[src/rtl/seg7_scan_driver.sv]
// Multiplexed N-digit hex 7-segment driver with frame-synchronous double-buffered load.
// Optional feature: define SEG7_LEADING_ZERO_BLANK_EN to blank leading zero digits.
module seg7_scan_driver #(
  parameter int NUM_DIGITS     = 4,
  parameter int CLK_DIV        = 50000,
  parameter bit ACTIVE_LOW_SEG = 1'b0,
  parameter bit ACTIVE_LOW_DIG = 1'b0
) (
  input  logic                    clk,
  input  logic                    rst_n,
  input  logic                    load_i,
  input  logic [4*NUM_DIGITS-1:0] data_i,
  input  logic [NUM_DIGITS-1:0]   dp_i,
  input  logic                    enable_i,
  output logic                    pending_o,
  output logic [6:0]              seg_o,
  output logic                    dp_o,
  output logic [NUM_DIGITS-1:0]   dig_o
);

  localparam int PS_W  = (CLK_DIV > 1) ? $clog2(CLK_DIV) : 1;
  localparam int IDX_W = (NUM_DIGITS > 1) ? $clog2(NUM_DIGITS) : 1;
  localparam logic [PS_W-1:0]  PS_LAST  = PS_W'(CLK_DIV - 1);
  localparam logic [IDX_W-1:0] IDX_LAST = IDX_W'(NUM_DIGITS - 1);

  logic [PS_W-1:0]         prescaler;
  logic [IDX_W-1:0]        index;
  logic                    tick;
  logic                    frame_end;
  logic [4*NUM_DIGITS-1:0] shadow_data;
  logic [NUM_DIGITS-1:0]   shadow_dp;
  logic [4*NUM_DIGITS-1:0] disp_data;
  logic [NUM_DIGITS-1:0]   disp_dp;
  logic                    pending;
  logic [NUM_DIGITS-1:0]   blank;
  logic [3:0]              cur_nib;
  logic [NUM_DIGITS-1:0]   dig_sel;
  logic [6:0]              seg_q;
  logic                    dp_q;
  logic [NUM_DIGITS-1:0]   dig_q;

  function automatic logic [6:0] decode(input logic [3:0] nib);
    case (nib)
      4'h0:    decode = 7'b0111111;
      4'h1:    decode = 7'b0000110;
      4'h2:    decode = 7'b1011011;
      4'h3:    decode = 7'b1001111;
      4'h4:    decode = 7'b1100110;
      4'h5:    decode = 7'b1101101;
      4'h6:    decode = 7'b1111101;
      4'h7:    decode = 7'b0000111;
      4'h8:    decode = 7'b1111111;
      4'h9:    decode = 7'b1100111;
      4'hA:    decode = 7'b1110111;
      4'hB:    decode = 7'b1111100;
      4'hC:    decode = 7'b0111001;
      4'hD:    decode = 7'b1011110;
      4'hE:    decode = 7'b1111001;
      default: decode = 7'b1110001;
    endcase
  endfunction

  assign tick      = (prescaler == PS_LAST);
  assign frame_end = tick && (index == IDX_LAST);

  // NOTE: sequential state uses non-blocking assignments so every register samples pre-edge values.
  always_ff @(posedge clk or negedge rst_n) begin
    if (!rst_n) begin
      prescaler <= '0;
      index     <= '0;
    end else begin
      prescaler <= tick ? '0 : prescaler + 1'b1;
      if (tick) index <= (index == IDX_LAST) ? '0 : index + 1'b1;
    end
  end

  // NOTE: shadow and display registers are reset so the first frame after reset is a defined all-zero value.
  always_ff @(posedge clk or negedge rst_n) begin
    if (!rst_n) begin
      shadow_data <= '0;
      shadow_dp   <= '0;
      disp_data   <= '0;
      disp_dp     <= '0;
      pending     <= 1'b0;
    end else begin
      // On a boundary collision the display takes the old shadow while the shadow takes the new data.
      if (frame_end && pending) begin
        disp_data <= shadow_data;
        disp_dp   <= shadow_dp;
      end
      if (load_i) begin
        shadow_data <= data_i;
        shadow_dp   <= dp_i;
        pending     <= 1'b1;
      end else if (frame_end) begin
        pending     <= 1'b0;
      end
    end
  end

`ifdef SEG7_LEADING_ZERO_BLANK_EN
  // NOTE: every variable gets a default first so no path through the block infers a latch.
  always_comb begin
    logic zero_run;
    blank    = '0;
    zero_run = 1'b1;
    for (int k = NUM_DIGITS - 1; k >= 1; k--) begin
      zero_run = zero_run && (disp_data[4*k +: 4] == 4'h0);
      blank[k] = zero_run;
    end
  end
`else
  assign blank = '0;
`endif

  assign cur_nib = disp_data[{index, 2'b00} +: 4];
  assign dig_sel = NUM_DIGITS'(1) << index;

  always_ff @(posedge clk or negedge rst_n) begin
    if (!rst_n) begin
      seg_q <= '0;
      dp_q  <= 1'b0;
      dig_q <= '0;
    end else if (!enable_i) begin
      seg_q <= '0;
      dp_q  <= 1'b0;
      dig_q <= '0;
    end else begin
      seg_q <= blank[index] ? 7'b0000000 : decode(cur_nib);
      dp_q  <= disp_dp[index];
      dig_q <= dig_sel;
    end
  end

  // Polarity is applied after the register so inactive levels are correct during reset too.
  assign seg_o     = ACTIVE_LOW_SEG ? ~seg_q : seg_q;
  assign dp_o      = ACTIVE_LOW_SEG ? ~dp_q  : dp_q;
  assign dig_o     = ACTIVE_LOW_DIG ? ~dig_q : dig_q;
  assign pending_o = pending;

endmodule
[config.mk]
export PLATFORM = sky130hd
export DESIGN_NAME = seg7_scan_driver
export DESIGN_NICKNAME = d
export VERILOG_FILES = /design/src/rtl/seg7_scan_driver.sv
export SDC_FILE = /design/constraint.sdc
export NUM_CORES = 1
export LEC_CHECK = 0
export CELL_PAD_IN_SITES_DETAIL_PLACEMENT = 0
export CELL_PAD_IN_SITES_GLOBAL_PLACEMENT = 1
export CORE_ASPECT_RATIO = 1.5
export CORE_MARGIN = 8
export CORE_UTILIZATION = 42
export CTS_BUF_LIST = sky130_fd_sc_hd__clkbuf_4 sky130_fd_sc_hd__clkbuf_8
export DETAILED_ROUTE_END_ITERATION = 8
export PLACE_DENSITY_LB_ADDON = 0.1
export SLEW_MARGIN = 20
export SYNTH_ARGS = -nofsm -noshare
export SYNTH_HDL_FRONTEND = slang
export SYNTH_SLANG_ARGS = --single-unit
[constraint.sdc]
create_clock -name clk -period 4 [get_ports clk]
set_clock_uncertainty 0.1 [all_clocks]
set_input_delay 0.8 -clock clk [delete_from_list [all_inputs] [get_ports clk]]
set_output_delay 0.8 -clock clk [all_outputs]
set_load 0.01 [all_outputs]
=== Word level (Yosys, flattened, before mapping) ===
Memories as Yosys holds them, arrays and structs flattened.
Index checks and enable logic that the tools add are counted.

* Mux-type cells: 12
* Magnitude comparators: 1
* Eq/ne operators: 2
* Add/sub/neg operators: 2
* Reduce and logical (&&, ||, !) cells: 3
* Shifts and indexed selects: 2

{| class="wikitable"
|+ Operators by type and width
! cell !! number
|-
| 16-bit by 1-bit adder with 16-bit output (second input constant) || 1
|-
| 16-bit == test (second input constant) || 1
|-
| 16-bit 2-to-1 mux || 1
|-
| 16-bit by 5-bit indexed part select with 4-bit output || 1
|-
| 7-bit 2-to-1 mux || 2
|-
| 1-bit 2-to-1 mux || 5
|-
| 1-bit binary-select mux with 2-bit select || 2
|-
| 4-bit 2-to-1 mux || 1
|-
| 1-bit by 2-bit << shifter with 4-bit output (first input constant) || 1
|-
| 2-bit by 3-bit < comparator with 1-bit output (second input constant) || 1
|-
| 2-bit by 1-bit adder with 2-bit output (second input constant) || 1
|-
| 2-bit == test (second input constant) || 1
|-
| 1-bit logical AND || 2
|-
| 2-bit 2-to-1 mux || 1
|-
| 2-bit nonzero test || 1
|}

* Output and inout port bits: 13
* Logic and storage cells: 33
* Memories kept: 1
* Bits of input ports: 24
* ROM bits: 112
* Bits in registers: 71

{| class="wikitable"
|+ Memories
! memory !! words !! width !! read ports !! clocked after Yosys merged registers in !! wr ports !! line !! text
|-
| (name not given) || 16 || 7 || 1 || 0 || 0 || 43 || <nowiki>case (nib)</nowiki>
|}

=== Depth between registers and ports, before layout ===
* Depth after elaboration: 4
* Gate-level depth with buffers: 7
* Gate-level depth less buffers: 6

=== Least setup slack after synthesis ===
Ideal clock, no wire load.

* Kind: flip-flop to flip-flop
* From: reg index[0]
* To: reg seg_q[0], in the netlist seg_o[0]
* Path slack: 2.022 ns
* Cell stages (with the launch flop): 7
* Period minus slack after synthesis: 1.978 ns
* Data required time: 3.774 ns
* Path buffers: 1
* Setup time: 0.126 ns
* Arrival: 1.752 ns
* Cell sequence: dfrtp_1 > buf_6 > mux4_2 > inv_1 > ha_1 > nor2_2 > o311a_1

* Longest elaborated chain between the ends: 4
* Elaborated cells between the ends (all ways): 6
* Those cells by class: shift: 1; mux: 4; memory: 1

{| class="wikitable"
|+ Ends and longest elaborated chain
! item !! line !! text
|-
| start: declaration || 27 || <nowiki>logic [IDX_W-1:0] index;</nowiki>
|-
| start signal: assignment || 73 || <nowiki>if (tick) index <= (index == IDX_LAST) ? '0 : index + 1'b1;</nowiki>
|-
| 16-bit by 5-bit indexed part select with 4-bit output / 1-bit binary-select mux with 2-bit select (equally long branches) || 116, 129 ||
|-
| memory 16 x 7 bit / 1-bit 2-to-1 mux (equally long branches) || - ||
|-
| 7-bit 2-to-1 mux (*) || 129 || <nowiki>seg_q <= blank[index] ? 7'b0000000 : decode(cur_nib);</nowiki>
|-
| 7-bit 2-to-1 mux (*) || 124 || <nowiki>end else if (!enable_i) begin</nowiki>
|-
| end signal: assignment || 129 ||
|-
| end: declaration || 38 || <nowiki>logic [6:0] seg_q;</nowiki>
|}

Mark *: on every way between the ends. The rest lies on a longest branch, timed or not. The select of a mux whose other input is x is not followed.
A chain may end at the register's enable or synchronous reset.

=== Worst setup path in the final report ===
* From: reg prescaler[0]
* To: reg disp_data[12]

* Longest elaborated chain between the ends: 3

{| class="wikitable"
|+ Ends and longest elaborated chain
! item !! line !! text
|-
| start: declaration || 26 || <nowiki>logic [PS_W-1:0] prescaler;</nowiki>
|-
| start signal: assignment || 72 || <nowiki>prescaler <= tick ? '0 : prescaler + 1'b1;</nowiki>
|-
| 16-bit == test || 63 || <nowiki>assign tick = (prescaler == PS_LAST);</nowiki>
|-
| 1-bit logical AND || 64 || <nowiki>assign frame_end = tick && (index == IDX_LAST);</nowiki>
|-
| 1-bit logical AND || 87 || <nowiki>if (frame_end && pending) begin</nowiki>
|-
| end signal: assignment || 88 || <nowiki>disp_data <= shadow_data;</nowiki>
|-
| end: declaration || 32 || <nowiki>logic [4*NUM_DIGITS-1:0] disp_data;</nowiki>
|}

No other way between the ends.

==> key figures <==
Critical path
  – WS Path Type: register to register
  – CP endpoint kind: register
  – Max stage delay on crit path: between 600 and 700 ps
  – CP max stage cell: and4b_1
  – CP delay by family, top: simple AND/OR/NAND/NOR gates
  – Worst path cell trace: ha_1, nand4_2, and4b_1, and3_4, mux2_4
  – Maximum fanout along the worst path: 20
  – Worst EP required: 4130 ps
  – CP Buf/Inv Count: 0
  – Worst Path Arrival: about 2700 ps
  – Critical path launch point type: register

Final layout
  – Antenna Cells: 0
  – Area growth, synth to finish: 17.8%
  – Fin util: 0.506
  – Seq. cell area: 1780 um^2
  – Fillers: 701
  – Total area of multi-input combinational cells: 1350 um^2
  – Fin nets: 310
  – Share of cells above drive strength 1: 0.244

Placed design
  – Gpl congestion: 0.782
  – Port Buffers: 36
  – Worst slack at placement: between 1000 and 1500 ps
  – DP HPWL: roughly 4.1 mm

Yosys
  – Synth Instances: 237
  – Synth Area in XOR/XNOR: 0.0324
  – Number of flops mapped to enable cells by yosys: 0
  – Adder-Cell Fraction of Synth Area: 0.0385
  – Asr flop ratio synth: 1.00
  – Syn. warnings: 0
  – Seq/Total Area, Yosys: 0.547
  – Mux contribution to synthesized area: 0.203
  – Main combinational cell family by area after synthesis: multiplexers
  – Synthesized area: about 3200 um^2
  – Post-synthesis compound-gate area fraction: 0.0366
  – Synth unique cells: 45
  – Syn_area_per_cell: 13.7 um^2
  – Synth Net Count: 271
  – Seq cells post-synth: 71
  – Synth Area in Simple Gates: 0.105
  – Top_reg_cell synth: dfrtp_1

STA
  – RSZ-0062 raised after global routing: no
  – Final Max Tran Viols: 0
  – # setup viols final: 0
  – Final period util: 0.633
  – Max-slew headroom: 0.340
  – Post-route setup slack: 1470 ps
  – Max Clock Freq: between 300 and 400 MHz
  – Setup tns final: 0 ps
  – Final Hold Vio Count: 0
  – Worst-Margin Slew: 986 ps
  – Post-layout min period: 2530 ps

CTS
  – CTS Buf Count: 9
  – Clock transition at path regs: about 70 ps
  – Root Driver: clkbuf_8
  – Clock Sink Count: 71
  – Max clock buf depth: 2
  – Clk Latency, worst-skew pair: 340 ps
  – Setup Fix Bufs, Post-CTS: 0
  – Htree depth: 3
  – Post_cts resized: 0
  – CTS tree: yes
  – Cts hold-fix bufs: 0

Floorplanning
  – Ports: 37
  – Cell Rows: 39
  – Die area: about 11000 um^2
  – Initial Util: 0.429
  – Chip height: 124 um
  – Core Region: 7560 um^2
  – Die X: approximately 88 um

Hold path
  – Hold crit path type: register to register

Power
  – Cell Pwr Density: 351 nW/um^2
  – Lkg Pwr: between 1.5 and 2 nW
  – Max VDD drop: 0.183 mV

GRT
  – Largest net degree at the start of global routing: 32
  – GR Overflow Total: 0
  – First-pass GRT wire length: 9.92 mm
  – Number of global-route vias before repair: 2030
  – Initial antenna violation count: 0
  – Total Routing Usage GR: 0.123

Run status
  – Status: finished clean

Drt
  – Drt drc: 0
  – Drt via density: 4.95
  – DR WL/cell: 15.4 um
  – TritonRoute pass-1 iters: 4
  – Post-Route WL: 5.86 mm
  – Routed Antenna Nets: 0
  – 1st-iter DRT viols: 55
  – Via Count: 1887

Run
  – Max-cap violation count: 0
sequential cells by signal (all words and copies together) (netlist names):
register     cells
dig_o            4
disp_data       16
disp_dp          4
dp_o             1
index            2
pending_o        1
prescaler       16
seg_o            7
shadow_data     16
shadow_dp        4
area by class of cell:
class	instances	share of cell area
tap	102	0.0333
sequential	71	0.464
multi-input combinational	147	0.352
clock buffer	13	0.0435
timing repair buffer	38	0.0968
inverter	9	0.00883
clock inverter	1	0.00131
stage by stage:
step	hold slack, ps	std cells	cell area (um^2)	power, mW
final	383	381	3830	1.34
after global routing	423	381	3830	1.40
after CTS	388	381	3830	1.37
after detailed placement	377	367	3660	0.848
after global placement	360	367	3660	0.846
after floorplan	348	237	3250	0.794
worst paths after layout:
path / to / cells past startpoint / slack [ps] / startpoint
setup / recovery: disp_data[12] / 5 / 1470 / prescaler[0]
setup reg to reg: disp_data[12] / 5 / 1470 / prescaler[0]
hold reg to reg: prescaler[0] / 1 / 380 / prescaler[0]
max in group asynchronous: prescaler[6] / 2 / 2670 / rst_n
hold / removal: prescaler[0] / 1 / 380 / prescaler[0]
min in group asynchronous: shadow_data[3] / 1 / 390 / rst_n
cell families (layout without fill, tap and decap cells):
group | Yosys count | after routing
and+or+nand+nor | 60 | 60
xor gates and xnor gates | 12 | 12
buffers and inverters | 19 | 61
muxes | 47 | 47
DFF | 71 | 71
adders and majority gates | 10 | 10
AOI/OAI and AO/OA | 18 | 18
cells in the mapped netlist (2+ instances only):
| master | n | share of area |
|---|---|---|
| buf_12 | 2 | 0.012 |
| or2_0 | 2 | 0.0039 |
| nand2_1 | 9 | 0.010 |
| inv_1 | 8 | 0.0092 |
| xnor2_1 | 5 | 0.013 |
| nor2b_1 | 2 | 0.0039 |
| clkbuf_1 | 4 | 0.0046 |
| o311a_1 | 2 | 0.0062 |
| nand3_1 | 7 | 0.011 |
| xor2_1 | 7 | 0.019 |
| mux4_2 | 5 | 0.035 |
| mux2_4 | 20 | 0.092 |
| nand4_1 | 3 | 0.0058 |
| nor2_1 | 11 | 0.013 |
| nor4bb_1 | 2 | 0.0062 |
| and2_1 | 7 | 0.013 |
| o21ai_0 | 3 | 0.0046 |
| ha_1 | 10 | 0.039 |
| mux2_2 | 20 | 0.069 |
| dfrtp_1 | 71 | 0.55 |
| buf_6 | 2 | 0.0069 |
| mux2i_1 | 2 | 0.0062 |
| nor3_1 | 4 | 0.0062 |
| nor4_1 | 2 | 0.0039 |
| a21oi_1 | 7 | 0.011 |
metal layers:
metal  global-route usage  wire length, um  vias up
met3               0.0258              274       12
met4               0.0908              188        0
li1                     -                -      904
met1                0.141             2520      930
met5                    0                0        -
met2                0.197             2880       41
power breakdown:
part	switching, mW	internal [mW]
logic	0.0306	0.0470
clock network	0.246	0.265
registers	0.0116	0.742
cell usage in the layout, fill, tap and decap left out, types with 4 or more instances in the layout:
| cell type | Yosys | final |
|---|---|---|
| nor2_1 | 11 | 11 |
| and2_1 | 7 | 7 |
| xor2_1 | 7 | 7 |
| mux2_2 | 20 | 20 |
| mux2_4 | 20 | 20 |
| nand3_1 | 7 | 7 |
| xnor2_1 | 5 | 5 |
| ha_1 | 10 | 10 |
| nor3_1 | 4 | 4 |
| a21oi_1 | 7 | 7 |
| dfrtp_1 | 71 | 71 |
| mux4_2 | 5 | 5 |
| nand2_1 | 9 | 9 |
| inv_1 | 8 | 8 |
| clkbuf_8 | 0 | 11 |
| clkdlybuf4s50_1 | 0 | 35 |
Power figures use the tool's default switching activity.
